--- src/rtl/instr_fetch.sv ---
// Instruction fetch stage: owns the program counter, reads program memory over a
// req/ready handshake and holds one instruction at a time for the control unit.
module instr_fetch #(
  parameter int                  PC_WIDTH = 8,
  parameter int                  IR_WIDTH = 16,
  parameter logic [PC_WIDTH-1:0] RESET_PC = '0
) (
  input  logic                clk_i,
  input  logic                rst_i,
  input  logic                en_i,
  input  logic                halt_i,
  output logic [PC_WIDTH-1:0] mem_addr_o,
  output logic                mem_rd_o,
  input  logic [IR_WIDTH-1:0] mem_rdata_i,
  input  logic                mem_ready_i,
  output logic [IR_WIDTH-1:0] ir_data_o,
  output logic [PC_WIDTH-1:0] ir_pc_o,
  output logic                ir_valid_o,
  input  logic                ir_ack_i,
  input  logic                br_taken_i,
  input  logic [PC_WIDTH-1:0] br_target_i,
  output logic [PC_WIDTH-1:0] pc_o
);

  // state   | meaning
  // IDLE    | paused, no memory request
  // FETCH   | mem_rd high, waiting for mem_ready at address pc
  // FULL    | instruction held on ir_data, waiting for ir_ack
  // HALTED  | stopped until reset, every other input ignored
  localparam logic [1:0] S_IDLE   = 2'd0;
  localparam logic [1:0] S_FETCH  = 2'd1;
  localparam logic [1:0] S_FULL   = 2'd2;
  localparam logic [1:0] S_HALTED = 2'd3;

  logic [1:0]          state_q,    state_d;
  logic [PC_WIDTH-1:0] pc_q,       pc_d;
  logic [IR_WIDTH-1:0] ir_data_q,  ir_data_d;
  logic [PC_WIDTH-1:0] ir_pc_q,    ir_pc_d;
  logic                ir_valid_q, ir_valid_d;

  always_comb begin
    state_d    = state_q;
    pc_d       = pc_q;
    ir_data_d  = ir_data_q;
    ir_pc_d    = ir_pc_q;
    ir_valid_d = ir_valid_q;

    // A branch overrides everything outside HALTED, dropping any coincident word.
    if (state_q != S_HALTED && br_taken_i) begin
      pc_d       = br_target_i;
      ir_valid_d = 1'b0;
      state_d    = en_i ? S_FETCH : S_IDLE;
    end else begin
      case (state_q)
        S_IDLE: begin
          if (halt_i)    state_d = S_HALTED;
          else if (en_i) state_d = S_FETCH;
        end
        S_FETCH: begin
          if (mem_ready_i) begin
            ir_data_d  = mem_rdata_i;
            ir_pc_d    = pc_q;
            pc_d       = pc_q + 1'b1;
            ir_valid_d = 1'b1;
            state_d    = S_FULL;
          end
        end
        S_FULL: begin
          if (ir_ack_i && ir_valid_q) begin
            ir_valid_d = 1'b0;
            if (halt_i)    state_d = S_HALTED;
            else if (en_i) state_d = S_FETCH;
            else           state_d = S_IDLE;
          end
        end
        S_HALTED: ir_valid_d = 1'b0;
        default:  state_d = S_IDLE;
      endcase
    end
  end

  always_ff @(posedge clk_i) begin
    if (rst_i) begin
      state_q    <= S_IDLE;
      pc_q       <= RESET_PC;
      ir_data_q  <= '0;
      ir_pc_q    <= '0;
      ir_valid_q <= 1'b0;
    end else begin
      state_q    <= state_d;
      pc_q       <= pc_d;
      ir_data_q  <= ir_data_d;
      ir_pc_q    <= ir_pc_d;
      ir_valid_q <= ir_valid_d;
    end
  end

  // Outputs decode registered state only; no input reaches an output combinationally.
  assign mem_rd_o   = (state_q == S_FETCH);
  assign mem_addr_o = pc_q;
  assign pc_o       = pc_q;
  assign ir_data_o  = ir_data_q;
  assign ir_pc_o    = ir_pc_q;
  assign ir_valid_o = ir_valid_q;

endmodule

--- config.mk ---
export PLATFORM = sky130hd
export DESIGN_NAME = instr_fetch
export DESIGN_NICKNAME = d
export VERILOG_FILES = /design/src/rtl/instr_fetch.sv
export SDC_FILE = /design/constraint.sdc
export NUM_CORES = 1
export LEC_CHECK = 0
export CORE_ASPECT_RATIO = 1.4
export CORE_MARGIN = 2
export CORE_UTILIZATION = 37
export DETAILED_ROUTE_END_ITERATION = 8
export HOLD_SLACK_MARGIN = 0.08
export PLACE_DENSITY = 0.79
export SYNTH_ARGS = -nofsm -noshare
export SYNTH_HDL_FRONTEND = slang
export SYNTH_SLANG_ARGS = --single-unit
--- constraint.sdc ---
create_clock -name clk_i -period 1.43 [get_ports clk_i]
set_input_delay 0.143 -clock clk_i [delete_from_list [all_inputs] [get_ports clk_i]]
set_output_delay 0.143 -clock clk_i [all_outputs]
set_load 0.05 [all_outputs]
==> run_results.csv <==
group,metric,value,unit
run_status,run_status,"complete, but fails checks",
run_status,failing_checks,"negative setup slack",
routing,remaining_drc_errors,0,
timing,final.setup.worst_slack,-0.1368,ns
yosys,synth_top_cell_by_area,"sky130_fd_sc_hd__dfxtp_1",
floorplanning,floorplan_row_count,28,
setup_path,worst-setup-path-type,"flip-flop to flip-flop",
yosys,postSynthAreaPerCell,8.082,um^2
cells_and_area,final_layout_size_suffix_gt1_share,40.00,%
clock_network,clock_edge_transition_at_the_registers_on_the_reported_setup_and_hold_paths,0.07,ns
cells_and_area,filler_cell_count,334,
job,cap_violations,0,
setup_path,crit_path_start_kind,"flip-flop",
yosys,share_of_synthesized_area_spent_on_multiplexers,0,%
place,place.gp.congestion,0.8087,
yosys,main_combinational_cell_family_by_area_after_synthesis,"simple AND/OR/NAND/NOR gates",
yosys,synth.most_common_cell,"sky130_fd_sc_hd__nand2_1",
timing,hold_viol,0,
grt,antenna_violations_before_repair,0,
min_path,worst_hold_path_type,"input pin to flip-flop",
grt,grt_use_met1,22.82,%
routing,routed_wl,5118,um
timing,tightest_slew,0.3707,ns
timing,final-setup-viol-count,32,
yosys,synthAdderAreaFrac,4.691,%
timing,post-route-min-period,1.567,ns
place,dp_slack,-0.2125,ns
routing,ant_nets,0,
yosys,synth_async_sr_flop_share,0,%
cells_and_area,final_cell_count_without_fillers,335,
yosys,post_synth_most_frequent_cells,"sky130_fd_sc_hd__nand2_1 (55), sky130_fd_sc_hd__dfxtp_1 (35), sky130_fd_sc_hd__a21oi_1 (25)",
floorplanning,io-pin-count,73,
yosys,syn_inst,198,
place,dp.cells,320,
cells_and_area,areaGrowthSynthToFinish,83.19,%
yosys,synth_xor_xnor_area_share,2.189,%
setup_path,worstSetupEndpointType,"flip-flop",
grt,top_usage_layer,"met2",
timing,post-route-period-util,109.6,%
power_and_ir_drop,power.total,0.002897,W
grt,grt_util_all_layers,20.69,%
yosys,synth-compound-area-share,18.06,%
routing,post_drt_via_cell_ratio,5.164,
timing,relSlewSlack,75.25,%
place,hpwl,3471,um
setup_path,worstPathArrival,1.73,ns
timing,timing_max_transition_violations_final,0,
yosys,post_synth_main_area_contributors,"sky130_fd_sc_hd__dfxtp_1 (44%), sky130_fd_sc_hd__nand2_1 (13%), sky130_fd_sc_hd__a21oi_1 (7.8%)",
routing,first_iter_violations,45,
clock_network,clk_path_buf_depth,2,
clock_network,numClockSinks,35,
setup_path,worst_ep_required_time,1.60,ns
yosys,synth_cell_type_count,32,
power_and_ir_drop,peakVddDrop,0.6139,mV
yosys,synth_sequential_area_ratio,43.78,%
power_and_ir_drop,power_per_cell_area,988.3,nW/um^2
clock_network,tritoncts,"done",
routing,wl_per_cell,15.28,um
floorplanning,placeableCoreArea,4204,um^2
routing,drt_pre_antenna_iters,4,
grt,gr-total-overflow,0,
yosys,synth_enable_flop_cells,0,
clock_network,worst_skew_late_latency,0.29,ns
routing,routed-via-count,1730,
timing,finalClockSkew,0.01178,ns
timing,fin_worst_hold_slack,0.4052,ns
cells_and_area,final_net_count,326,
cells_and_area,n_antenna_cell,0,
power_and_ir_drop,power.static_leakage,1.174,nW
yosys,syn-cell-area,1600,um^2
grt,first_global_vias,1619,
floorplanning,fp.dieW,59.58,um
yosys,postSynthRegisterBits,35,
floorplanning,die_y,81.82,um
grt,globalRouteMet2Util,36.48,%
grt,grt_pass1_wl,7541,um
floorplanning,design.die.area,4875,um^2
yosys,synth_top_area_share,43.78,%
setup_path,worstPathMaxFanout,3,
place,number_of_buffer_cells_added_on_primary_ports,72,
grt,grt_start_max_net_pins,20,
clock_network,tritoncts.num_buffers,5,
clock_network,clock-root-buffer,"sky130_fd_sc_hd__clkbuf_8",
yosys,most_instantiated_flip_flop_cell_in_the_synthesis_netlist,"sky130_fd_sc_hd__dfxtp_1",
clock_network,ctsHtreeMaxLevel,2,
floorplanning,start_util,38.07,%
yosys,synth-simple-area-share,23.53,%
grt,groute.layer.met3.usage,4.252,%
timing,max_clock_freq,638.3,MHz
timing,unrepaired_setup_endpoints_after_global_routing,"true",
yosys,syn_nets,235,
yosys,synth.yosys.warnings,0,
## critical path: stages, from the launching register on
cell,delay (ns)
sky130_fd_sc_hd__dfxtp_4,0.37
sky130_fd_sc_hd__buf_6,0.12
sky130_fd_sc_hd__ha_4,0.15
sky130_fd_sc_hd__nor2b_4,0.13
sky130_fd_sc_hd__a2111oi_4,0.35
sky130_fd_sc_hd__buf_4,0.17
sky130_fd_sc_hd__nand2b_4,0.11
sky130_fd_sc_hd__a211oi_2,0.05
## cells in the final DEF (no fill, tap or decap), types with 3 or more instances in the layout
cell type and instances:
sky130_fd_sc_hd__o21ai_0 3, sky130_fd_sc_hd__nor2_1 10, sky130_fd_sc_hd__buf_12 18, sky130_fd_sc_hd__a21oi_1 16
sky130_fd_sc_hd__a21oi_2 9, sky130_fd_sc_hd__dfxtp_1 29, sky130_fd_sc_hd__nand2_1 52, sky130_fd_sc_hd__clkdlybuf4s50_1 30
sky130_fd_sc_hd__ha_1 3, sky130_fd_sc_hd__clkbuf_8 7, sky130_fd_sc_hd__a211oi_1 4, sky130_fd_sc_hd__buf_4 48
sky130_fd_sc_hd__dfxtp_2 4, sky130_fd_sc_hd__nand2_4 3, sky130_fd_sc_hd__a311oi_1 3, sky130_fd_sc_hd__buf_6 6
sky130_fd_sc_hd__nand3_1 3, sky130_fd_sc_hd__nor3_1 3
## cell families (layout without fill, tap and decap cells)
kind of cell,Yosys count,count (layout)
simple gates,86,86
fa+ha+maj,6,6
xor+xnor,4,4
buf+inv,22,114
compound gates,45,45
flops,35,35
## registers in the layout (all words and copies together) (netlist names)
name        flops
mem_addr_o      8
ir_pc_o         8
ir_valid_o      1
state_q         2
ir_data_o      16
## final cells by class
| class | count | area [um^2] | share of cell area (%) |
|---|---|---|---|
| clock buffers | 8 | 100.1 | 3.414 |
| well taps | 45 | 56.30 | 1.921 |
| inverters | 3 | 16.27 | 0.5548 |
| repair buffers | 103 | 1116 | 38.07 |
| multi-input cells | 141 | 929.6 | 31.71 |
| flip-flops and latches | 35 | 713.2 | 24.33 |
## final timing paths
| check | start | to | slack, ns | depth (start not counted) |
|---|---|---|---|---|
| worst max-delay path | state_q[0] | state_q[0] | -0.14 | 7 |
| worst min-delay path | mem_rdata_i[15] | ir_data_o[15] | 0.41 | 3 |
| worst max register to register | state_q[0] | state_q[0] | -0.14 | 7 |
| worst min register to register | ir_data_o[15] | ir_data_o[15] | 0.46 | 2 |
## per-layer routing
layer	part of all wire, %	vias up
met4	2.5	0
met2	56	67
met1	37	808
met5	0	-
li1	-	842
met3	4.8	13
## power breakdown
part           leakage, nW  switching (W)  internal (W)
combinational        0.835       0.000525      0.000496
clock               0.0515       0.000351      0.000440
sequential           0.288      0.0000579       0.00103
total                 1.17       0.000934       0.00196
## per-stage QoR
step                instance area [um^2]  TNS [ns]  utilization (%)
floorplan                           1628    -1.553                -
global placement                    2587    -1.270            61.55
detailed placement                  2587    -3.002            61.55
CTS                                 2800    -1.701            66.61
global route                        2932    -3.993            69.73
finish                              2932    -1.300            69.73
## timing repair
action,CTS,global route
setup endpoints to repair,31,35
setup buffers,3,2
endpoints found under the hold margin,0,0
gates cloned,1,1
hold buffers,0,0
resized for setup,17,30
pin swaps,7,8
No activity file was read; power rests on OpenSTA's default activity.
